<file path="src/rtl/game_score.sv">
// Frame-rate score keeper and round FSM: BCD scoring, life-loss flash, round restart pulse.
// Optional pause state is built in when GAME_SCORE_PAUSE_EN is defined.
module game_score #(
    parameter int unsigned MET_POINTS   = 1,
    parameter int unsigned STAR_POINTS  = 5,
    parameter logic [15:0] WIN_SCORE    = 16'h0100,
    parameter logic [5:0]  FLASH_FRAMES = 6'd30
) (
    input  logic        v_sync,
    input  logic        rst,
    input  logic        start_btn,
    input  logic        pause_btn,
    input  logic        m1_alive,
    input  logic        m2_alive,
    input  logic        m3_alive,
    input  logic        s1_alive,
    input  logic        s2_alive,
    input  logic [1:0]  lives,
    output logic [15:0] score,
    output logic [15:0] hi_score,
    output logic [2:0]  state,
    output logic        game_run,
    output logic        round_rst,
    output logic        ship_flash
);

    typedef enum logic [2:0] {
        ST_IDLE  = 3'd0,
        ST_PLAY  = 3'd1,
        ST_OVER  = 3'd2,
        ST_WIN   = 3'd3,
        ST_PAUSE = 3'd4
    } state_t;

    state_t      state_q, state_d;
    logic [15:0] score_q, score_d;
    logic [15:0] hi_q, hi_d;
    logic [5:0]  flash_q, flash_d;
    logic        rr_q, rr_d;
    logic [4:0]  prev_alive_q;
    logic [1:0]  prev_lives_q;
    logic        prev_start_q;
    logic        prev_pause_q;

    logic [4:0]  alive_cur;
    logic [4:0]  fell;
    logic [1:0]  nk;
    logic [1:0]  ns;
    logic [7:0]  inc;
    logic [11:0] inc_bcd;
    logic [15:0] addend;
    logic [15:0] sum_bcd;
    logic [15:0] sum_sat;
    logic [4:0]  digit_raw;
    logic        digit_carry;
    logic        start_press;
    logic        pause_press;

    // Binary-to-BCD by shift-and-add-3; inc never exceeds 250 so three digits suffice.
    function automatic logic [11:0] bin_to_bcd(input logic [7:0] b);
        logic [11:0] bcd;
        bcd = '0;
        for (int i = 7; i >= 0; i--) begin
            if (bcd[3:0]  >= 4'd5) bcd[3:0]  = bcd[3:0]  + 4'd3;
            if (bcd[7:4]  >= 4'd5) bcd[7:4]  = bcd[7:4]  + 4'd3;
            if (bcd[11:8] >= 4'd5) bcd[11:8] = bcd[11:8] + 4'd3;
            bcd = {bcd[10:0], b[i]};
        end
        return bcd;
    endfunction

    assign alive_cur   = {s2_alive, s1_alive, m3_alive, m2_alive, m1_alive};
    assign fell        = prev_alive_q & ~alive_cur;
    assign nk          = {1'b0, fell[0]} + {1'b0, fell[1]} + {1'b0, fell[2]};
    assign ns          = {1'b0, fell[3]} + {1'b0, fell[4]};
    assign inc         = 8'(32'(nk) * MET_POINTS + 32'(ns) * STAR_POINTS);
    assign inc_bcd     = bin_to_bcd(inc);
    assign addend      = {4'd0, inc_bcd};
    assign start_press = start_btn & ~prev_start_q;
    assign pause_press = pause_btn & ~prev_pause_q;

    // Digit-serial decimal add; a carry out of the thousands digit saturates.
    always_comb begin
        sum_bcd     = '0;
        digit_raw   = '0;
        digit_carry = 1'b0;
        for (int i = 0; i < 4; i++) begin
            digit_raw   = {1'b0, score_q[4*i +: 4]} + {1'b0, addend[4*i +: 4]} + {4'd0, digit_carry};
            digit_carry = (digit_raw > 5'd9);
            sum_bcd[4*i +: 4] = digit_carry ? 4'(digit_raw - 5'd10) : digit_raw[3:0];
        end
        sum_sat = digit_carry ? 16'h9999 : sum_bcd;
    end

`ifndef GAME_SCORE_PAUSE_EN
    logic pause_unused;
    assign pause_unused = pause_press;
`endif

    always_comb begin
        state_d = state_q;
        score_d = score_q;
        hi_d    = hi_q;
        flash_d = flash_q;
        rr_d    = 1'b0;
        case (state_q)
            ST_IDLE, ST_OVER, ST_WIN: begin
                if (start_press) begin
                    state_d = ST_PLAY;
                    score_d = '0;
                    flash_d = '0;
                    rr_d    = 1'b1;
                end
            end
            ST_PLAY: begin
                // The restart frame is left alone: collision state may still be from the last round.
                if (!rr_q) begin
                    score_d = sum_sat;
                    if (lives < prev_lives_q)
                        flash_d = FLASH_FRAMES;
                    else if (flash_q != 6'd0)
                        flash_d = flash_q - 6'd1;
                    if (lives == 2'd0)
                        state_d = ST_OVER;
                    else if (score_q >= WIN_SCORE)
                        state_d = ST_WIN;
`ifdef GAME_SCORE_PAUSE_EN
                    else if (pause_press)
                        state_d = ST_PAUSE;
`endif
                    if ((state_d == ST_OVER || state_d == ST_WIN) && score_d > hi_q)
                        hi_d = score_d;
                end
            end
`ifdef GAME_SCORE_PAUSE_EN
            ST_PAUSE: begin
                if (pause_press)
                    state_d = ST_PLAY;
            end
`endif
            default: state_d = ST_IDLE;
        endcase
    end

    always_ff @(posedge v_sync or posedge rst) begin
        if (rst) begin
            state_q      <= ST_IDLE;
            score_q      <= '0;
            hi_q         <= '0;
            flash_q      <= '0;
            rr_q         <= 1'b0;
            prev_alive_q <= 5'b11111;
            prev_lives_q <= 2'd2;
            prev_start_q <= 1'b0;
            prev_pause_q <= 1'b0;
        end else begin
            state_q      <= state_d;
            score_q      <= score_d;
            hi_q         <= hi_d;
            flash_q      <= flash_d;
            rr_q         <= rr_d;
            prev_alive_q <= alive_cur;
            prev_lives_q <= lives;
            prev_start_q <= start_btn;
            prev_pause_q <= pause_btn;
        end
    end

    assign score      = score_q;
    assign hi_score   = hi_q;
    assign state      = state_q;
    assign game_run   = (state_q == ST_PLAY);
    assign round_rst  = rr_q;
    assign ship_flash = (flash_q != 6'd0) & flash_q[2];

endmodule

</file>
<file path="config.mk">
export PLATFORM = sky130hd
export DESIGN_NAME = game_score
export DESIGN_NICKNAME = d
export VERILOG_FILES = /design/src/rtl/game_score.sv
export SDC_FILE = /design/constraint.sdc
export NUM_CORES = 1
export LEC_CHECK = 0
export ABC_AREA = 1
export CAP_MARGIN = 20
export CORE_MARGIN = 4
export CORE_UTILIZATION = 30
export CTS_CLUSTER_SIZE = 12
export DETAILED_ROUTE_END_ITERATION = 8
export HOLD_SLACK_MARGIN = 0.05
export MAX_ROUTING_LAYER = met4
export PLACE_DENSITY = 0.46
export SETUP_SLACK_MARGIN = 0.3
export SLEW_MARGIN = 20
export SYNTH_ARGS = -nofsm -noshare
export SYNTH_HDL_FRONTEND = slang
export SYNTH_SLANG_ARGS = --single-unit
</file>
<file path="constraint.sdc">
create_clock -name v_sync -period 10.6 [get_ports v_sync]
set_clock_uncertainty 0.15 [all_clocks]
set_input_delay 2.12 -clock v_sync [delete_from_list [all_inputs] [get_ports v_sync]]
set_output_delay 2.12 -clock v_sync [all_outputs]
set_load 0.005 [all_outputs]
</file>
==> out/metrics.csv, run 1 <==
metric,value,unit
rows,38,
ys_seq_elements,50,
hp-start,prev_start_q$_DFF_PP0_,
drt_iter0_drc,158,
grt_pass1_wl,15300,µm
clockRootBuffer,clkbuf_16,
max_freq,0.100,GHz
cts.htree.levels,2,
grt_pass1_vias,3230,
synth_top_flop_cell,dfrtp_1,
grt_max_degree,51,
wl_per_cell,13.1,µm
postSynth.asyncResetShare,1.00,
max_stage_delay,0.50,ns
synthTopCellsByArea,"dfrtp_1, ha_1, inv_1",
crit_type,primary input to register,
vias,3261,
final_hold_viol_count,0,
worst-endpoint-arrival,9.99,ns
syn_avg_cell_area,8.01,µm²
final_common_cell,buf_4,
cts_tree,yes,
switchingPower,0.000495,W
final_layout_size_suffix_gt1_frac,0.364,
yosysTopAreaCell,dfrtp_1,
whs_endpoint,round_rst$_DFF_PP0_,
grt_antenna_before_repair,0,
status,"complete, no violations",
setup_viol,0,
netlist_instances,429,
via_per_inst,4.54,
r2r_slack,2.02,ns
cp-end-kind,register,
clockBufferDepth,2,
critical-path-top-delay-family,adder cells,
p_int,0.000724,W
io_buffers,47,
core_area,11000,µm²
synth_cell_types,38,
place.gp.congestion,0.810,
worst_pin_slew,1.03,ns
dp.final_hpwl,6440,µm
r2r-end,hi_score[5]$_DFFE_PP0P_,
synth_nets,482,
fin_util,0.496,
drt_wl_total,9400,µm
power_density,223,nW/µm²
drc,0,
cp.required,10.63,ns
comb_power_share,0.620,
start_kind,primary input,
final_max_slew_viol_count,0,
power,0.00122,W
antenna_cells,0,
cts_sinks,50,
timing.rr.start,prev_alive_q[4]$_DFF_PP1_,
start_util,0.312,
min_path_cells,1,
p_sw_frac,0.406,
drt-pass1-iter-count,4,
detail-route-antenna-nets,0,
final_cell_mix,"buf_4, inv_1, nand2_1",
min_period,9.96,ns
yosys_warnings,0,
post-route-period-util,0.940,
clkPwrFrac,0.152,
critPathSlowestCell,fa_1,
areaGrowthSynthToFinish,59.0,%
p_leak,2.67,nW
fp.dieW,115,µm
cts_buffers,5,
min-delay-path-class,register to register,
final_nets,631,
rsz0062_at_grt,false,
maxCapViolations,0,
clock_latency,0.29,ns
grt_use_total,0.145,
synth_seq_area_share,0.366,
vdd.ir_drop.worst,118,µV
setup_tns,0,ns
synth-edff-count,0,
netlist.area_leader.share,0.320,
pwr-share-seq,0.228,
grt-ovfl-total,0,
reg2reg_depth,48,
crit_buf_inv,9,
whs,0.271,ns
crit_path_frequent_cell,ha_4,
maxSlewHeadroom,0.310,
worst-path-max-fanout,7,
die_h,115,µm
path_clk_slew,0.07,ns
die_area,13200,µm²
ioPinCount,49,
netlist_area,3440,µm²
holdBufCountCts,0,
-- synthesized netlist by cell type (6+ instances only) --
master and number:
inv_1 85, nand2_1 77, dfrtp_1 44, ha_1 36, nand3_1 33, nor2_1 31
o21ai_0 29, a21oi_1 16, nand2_2 9, nand4_1 8, xor2_1 8, dfstp_2 6
fa_1 6
-- worst reg2reg max path: cells and delay by family, from the launching register on --
kind / cells / cell delay (ns)
fa+ha+maj: 14 / 3.77
simple gates: 13 / 1.32
compound gates: 8 / 1.28
buf+inv: 9 / 0.82
xor+xnor: 4 / 0.61
flops: 1 / 0.52
-- sequential cells by signal (all words and copies together), names as in the netlist --
name	count
flash_q	6
hi_score	16
prev_alive_q	5
prev_lives_q	2
prev_start_q	1
round_rst	1
score	16
state	3
-- power by group through the flow --
stage	clock network, W	registers, W	logic [W]
floorplan	0	0.000275	0.000353
global placement	0	0.000280	0.000595
detailed placement	0	0.000280	0.000597
CTS	0.000191	0.000277	0.000657
global route	0.000198	0.000287	0.000842
finish	0.000185	0.000278	0.000756
-- what timing repair did --
item	in CTS	in global routing
pin swaps	38	50
hold endpoints to repair	0	0
gates resized for setup	29	87
setup buffers	33	10
gates cloned	2	0
setup endpoints to repair	16	16
-- per-stage QoR --
stage	instance area [µm²]	std cells	setup WS [ns]
after global placement	4480	666	-0.593
after global routing	5470	719	0.225
final	5470	719	0.641
after floorplan	3470	429	0.303
after detailed placement	4480	666	-0.612
after CTS	5000	709	0.305
-- routing by layer --
| layer | vias up | track usage | part of all wire |
|---|---|---|---|
| li1 | 1679 | - | - |
| met1 | 1522 | 0.191 | 0.47 |
| met2 | 54 | 0.238 | 0.49 |
| met3 | 6 | 0.0247 | 0.037 |
| met4 | 0 | 0.0266 | 0.0094 |
| met5 | - | - | 0 |
-- cells by family (layout without fill, tap and decap cells) --
logic type               Yosys count  after routing  share of synthesized area
buffers and inverters             91            239                      0.104
AND/OR/NAND/NOR                  170            172                      0.226
XOR/XNOR                          11             11                     0.0280
other                              1              1                    0.00109
flip-flops                        50             50                      0.366
AO/OA/AOI/OAI                     64             64                      0.109
adder cells (fa/ha/maj)           42             42                      0.166
-- area by class of cell --
| cell class | instances | area [µm²] |
|---|---|---|
| Fill cell | 1102 | 5560 |
| Multi-Input combinational cell | 290 | 2290 |
| Sequential cell | 50 | 1260 |
| Timing Repair Buffer | 145 | 1250 |
| Inverter | 86 | 333 |
| Tap cell | 140 | 175 |
| Clock buffer | 6 | 129 |
| Clock inverter | 2 | 37.5 |
-- worst max-delay path by stage --
stage	startpoint	slack, ns	cells past startpoint	end
CTS	m2_alive	0.30	54	hi_score[15]$_DFFE_PP0P_
global placement	m2_alive	-0.59	50	hi_score[11]$_DFFE_PP0P_
finish	s2_alive	0.64	48	hi_score[5]$_DFFE_PP0P_
floorplan	m2_alive	0.30	49	hi_score[12]$_DFFE_PP0P_
detailed placement	m2_alive	-0.61	50	hi_score[11]$_DFFE_PP0P_
global route	s1_alive	0.23	53	hi_score[9]$_DFFE_PP0P_
Power figures use the tool's default switching activity.
==> inputs of run 2 (changes only) <==
Settings changed: PLACE_DENSITY 0.46 to default.
Clock period 10.6 ns to 11.1 ns, I/O delays scaled along.
==> out/metrics.csv, run 2 (same netlist as run 1, synthesis figures left out) <==
metric,value,unit,change
clkPwrFrac,0.150,,-0.002
switchingPower,0.000432,W,-13%
status,"complete, no violations",,
ioPinCount,49,,unchanged
critPathSlowestCell,fa_1,,
areaGrowthSynthToFinish,42.5,%,
final_common_cell,inv_1,,
cp-end-kind,register,,
p_sw_frac,0.404,,-0.00164
dp.final_hpwl,6530,µm,+1.4%
final_max_slew_viol_count,0,,unchanged
cts_sinks,50,,unchanged
core_area,11000,µm²,unchanged
fp.dieW,115,µm,unchanged
final_layout_size_suffix_gt1_frac,0.240,,-0.125
pwr-share-seq,0.249,,+0.021
fillers,1089,,-1.2%
maxCapViolations,0,,unchanged
path_clk_slew,0.07,ns,about the same
power_density,218,nW/µm²,-2.3%
min_period,10.32,ns,
grt_antenna_before_repair,0,,unchanged
io_buffers,47,,unchanged
crit_type,primary input to register,,
final_cell_mix,"inv_1, nand2_1, buf_4",,
clockRootBuffer,clkbuf_16,,
final_hold_viol_count,0,,unchanged
p_int,0.000636,W,-12%
drt-pass1-iter-count,6,,+2
die_area,13200,µm²,unchanged
antenna_cells,0,,unchanged
start_util,0.312,,unchanged
worst-endpoint-arrival,10.35,ns,+0.36 ns
vdd.ir_drop.worst,110,µV,-6.6%
comb_power_share,0.601,,-0.019
clock_latency,0.29,ns,about the same
holdBufCountCts,0,,unchanged
grt_pass1_wl,14300,µm,-6.9%
drc,0,,unchanged
drt_wl_total,8510,µm,-9.4%
setup_tns,0,ns,unchanged
rsz0062_at_grt,false,,
cts_buffers,5,,unchanged
post-route-period-util,0.930,,
worst-path-max-fanout,8,,+1
max_stage_delay,0.49,ns,about the same
cts.htree.levels,2,,unchanged
setup_viol,0,,unchanged
via_per_inst,4.55,,+0.42%
worst_pin_slew,0.886,ns,-0.145 ns
p_leak,2.44,nW,-8.7%
max_freq,0.0969,GHz,
place.gp.congestion,0.865,,+6.8%
drt_iter0_drc,109,,-31%
grt-ovfl-total,0,,unchanged
maxSlewHeadroom,0.409,,+0.0987
start_kind,primary input,,
grt_pass1_vias,3124,,-3.3%
vias,3088,,-5.3%
die_h,115,µm,unchanged
wl_per_cell,12.6,µm,-3.9%
detail-route-antenna-nets,0,,unchanged
cts_tree,yes,,
rows,38,,unchanged
grt_max_degree,51,,unchanged
clockBufferDepth,2,,unchanged
cp.required,11.13,ns,+0.50 ns
finalWorstSetupSlack,0.778,ns,+0.137 ns
dpl_worst_slack,-0.502,ns,+0.110 ns
min-delay-path-class,register to register,,
final_nets,590,,-6.5%
grt_use_total,0.135,,-0.0107
==> run 2: power by group through the flow <==
stage               Combinational [W]  Sequential (W)  Clock, W
global route                 0.000714        0.000274  0.000174
CTS                          0.000596        0.000266  0.000163
detailed placement           0.000586        0.000269         0
finish                       0.000642        0.000266  0.000161
global placement             0.000571        0.000269         0
floorplan                    0.000327        0.000263         0
==> run 2: worst paths after layout <==
path / startpoint / endpoint / slack (ns) / cells after the start
min in group asynchronous: rst / score[5]$_DFFE_PP0P_ / 2.27 / 2
worst max-delay path: s1_alive / hi_score[4]$_DFFE_PP0P_ / 0.78 / 53
worst max register to register: prev_alive_q[4]$_DFF_PP1_ / hi_score[4]$_DFFE_PP0P_ / 2.32 / 53
worst min-delay path: prev_start_q$_DFF_PP0_ / round_rst$_DFF_PP0_ / 0.28 / 1
worst min register to register: prev_start_q$_DFF_PP0_ / round_rst$_DFF_PP0_ / 0.28 / 1
max in group asynchronous: rst / hi_score[14]$_DFFE_PP0P_ / 8.01 / 2
==> run 2: area by class of cell <==
cell class,count,area [µm²],share of cell area
Clock buffer,6,139,0.0283
Inverter,86,324,0.0661
Sequential cell,50,1260,0.257
Clock inverter,2,16.3,0.00332
Multi-Input combinational cell,288,2010,0.410
Tap cell,140,175,0.0357
Timing Repair Buffer,106,980,0.200
==> run 2: worst max-delay path, delay by kind of cell <==
kind	cells	cell delay, ns
XOR/XNOR	4	0.59
AND/OR/NAND/NOR	20	1.81
adder cells (fa/ha/maj)	14	4.00
buffers and inverters	8	0.80
AO/OA/AOI/OAI	7	0.91
==> run 2: timing repair <==
item,CTS,global route
gates resized for setup,13,40
setup endpoints to repair,16,16
buffers inserted,2,9
endpoints found under the hold margin,0,0
gates cloned,0,1
pin swaps,8,37
==> run 2: metal layers <==
metal | up-vias | share of wire | global-route usage
li1 | 1598 | - | -
met1 | 1414 | 0.46 | 0.167
met2 | 62 | 0.49 | 0.228
met3 | 14 | 0.042 | 0.0258
met4 | 0 | 0.014 | 0.0290
met5 | - | 0 | -
==> run 2: through the flow <==
stage | hold slack, ns | instances | cell area [µm²] | power [W] | utilization
finish | 0.276 | 678 | 4900 | 0.00107 | 0.444
global route | 0.294 | 678 | 4900 | 0.00116 | 0.444
CTS | 0.270 | 668 | 4640 | 0.00103 | 0.421
detailed placement | 0.261 | 658 | 4430 | 0.000855 | 0.402
global placement | 0.257 | 658 | 4430 | 0.000840 | 0.402
floorplan | 0.251 | 429 | 3440 | 0.000590 | -
==> inputs of run 3 (changes only) <==
Settings changed: CTS_CLUSTER_SIZE 12 to 8, REMOVE_ABC_BUFFERS from default to 1.
==> out/metrics.csv, run 3 (same netlist as run 1, synthesis figures left out) <==
metric,value,unit,change
cts_buffers,5,,unchanged
setup_viol,0,,unchanged
maxCapViolations,0,,unchanged
holdBufCountCts,0,,unchanged
critPathSlowestCell,fa_1,,
dp.final_hpwl,6350,µm,-2.7%
fp.dieW,115,µm,unchanged
wl_met1,4100,µm,+5.1%
fillers,1028,,-5.6%
max_freq,0.0952,GHz,-1.8%
power,0.00111,W,+4.4%
worst_pin_slew,0.937,ns,+0.0514 ns
drt_wl_total,9270,µm,+8.9%
worst-path-max-fanout,4,,-4
cp.required,11.18,ns,+0.05 ns
max_stage_delay,0.50,ns,about the same
clockBufferDepth,2,,unchanged
final-instance-count-excl-fill,722,,+6.5%
crit_buf_inv,35,,+27
detail-route-antenna-nets,0,,unchanged
cts.htree.levels,2,,unchanged
power_density,212,nW/µm²,-2.6%
post-route-period-util,0.947,,+0.0169
drt-pass1-iter-count,4,,-2
start_util,0.312,,unchanged
die_area,13200,µm²,unchanged
grt_pass1_vias,3389,,+8.5%
final_max_slew_viol_count,0,,unchanged
cp-end-kind,register,,
wl_per_cell,12.8,µm,+2.3%
grt_use_total,0.149,,+0.0141
clock_latency,0.29,ns,about the same
vias,3289,,+6.5%
crit_type,primary input to register,,
critical-path-top-delay-family,buffers and inverters,,
min-delay-path-class,register to register,,
maxSlewHeadroom,0.373,,-0.0359
core_area,11000,µm²,unchanged
areaGrowthSynthToFinish,52.9,%,
drc,0,,unchanged
dr_wl_met3,378,µm,+6.2%
rsz0062_at_grt,false,,
timing.rr.start,prev_alive_q[1]$_DFF_PP1_,,
vdd.ir_drop.worst,122,µV,+11%
final_common_cell,buf_4,,
grt-ovfl-total,0,,unchanged
grt_pass1_wl,15700,µm,+10%
path_clk_slew,0.07,ns,about the same
drt_iter0_drc,128,,+17%
via_per_inst,4.56,,about the same
min_period,10.51,ns,+0.187 ns
ff_latch_area,1260,µm²,unchanged
final_nets,634,,+7.5%
highest_layer,met4,,
hp-start,prev_start_q$_DFF_PP0_,,
ioPinCount,49,,unchanged
setup_tns,0,ns,unchanged
final_layout_size_suffix_gt1_frac,0.328,,+0.0884
worst-endpoint-arrival,10.59,ns,+0.24 ns
status,"complete, no violations",,
die_h,115,µm,unchanged
cts_sinks,50,,unchanged
io_buffers,47,,unchanged
fin_util,0.477,,+0.0322
cts_tree,yes,,
final_hold_viol_count,0,,unchanged
grt_antenna_before_repair,0,,unchanged
rows,38,,unchanged
multi_input_area,2110,µm²,+4.9%
p_leak,2.66,nW,+8.8%
critPathLaunch,m2_alive,,
antenna_cells,0,,unchanged
clockRootBuffer,clkbuf_16,,
crit_path_frequent_cell,buf_4,,
grt_max_degree,51,,unchanged
start_kind,primary input,,
final_cell_mix,"buf_4, inv_1, nand2_1",,
place.gp.congestion,0.860,,-0.68%
dp_cells,657,,-0.15%
wl_met2,4730,µm,+15%
-- run 3: path summary, 6_finish.rpt --
check,endpoint,cells past startpoint,slack (ns)
hold reg to reg,round_rst$_DFF_PP0_,1,0.27
max in group asynchronous,hi_score[11]$_DFFE_PP0P_,2,8.04
hold / removal,round_rst$_DFF_PP0_,1,0.27
setup reg to reg,hi_score[5]$_DFFE_PP0P_,62,2.09
setup / recovery,hi_score[5]$_DFFE_PP0P_,62,0.59
min in group asynchronous,flash_q[1]$_DFFE_PP0P_,2,2.26
-- run 3: through the flow --
step / setup WS, ns / hold WS [ns] / area, µm²
floorplan: 0.257 / 0.251 / 3400
global placement: -0.448 / 0.263 / 4400
detailed placement: -0.703 / 0.263 / 4400
CTS: 0.441 / 0.273 / 5070
global route: 0.241 / 0.290 / 5260
finish: 0.591 / 0.271 / 5260
-- run 3: routing by layer --
layer	vias up	GRT usage
met5	-	-
met4	0	0.0250
met3	8	0.0253
met2	61	0.258
met1	1529	0.184
li1	1691	-
-- run 3: timing repair --
item | CTS | global route
gates resized for setup | 39 | 38
buffers inserted | 45 | 9
gates cloned | 3 | 0
endpoints found under the setup margin | 16 | 16
pin swaps | 31 | 37
-- run 3: layout make-up --
class / count / share of cell area
clock inverters: 3 / 0.00833
multi-input cells: 291 / 0.401
clock buffers: 5 / 0.0238
flip-flops and latches: 50 / 0.239
repair buffers: 147 / 0.232
inverters: 86 / 0.0624
well taps: 140 / 0.0333
-- run 3: where the power goes --
part	switching, W	internal (W)	total, W
clock	0.0000686	0.000107	0.000175
sequential	0.0000422	0.000226	0.000268
combinational	0.000354	0.000317	0.000671
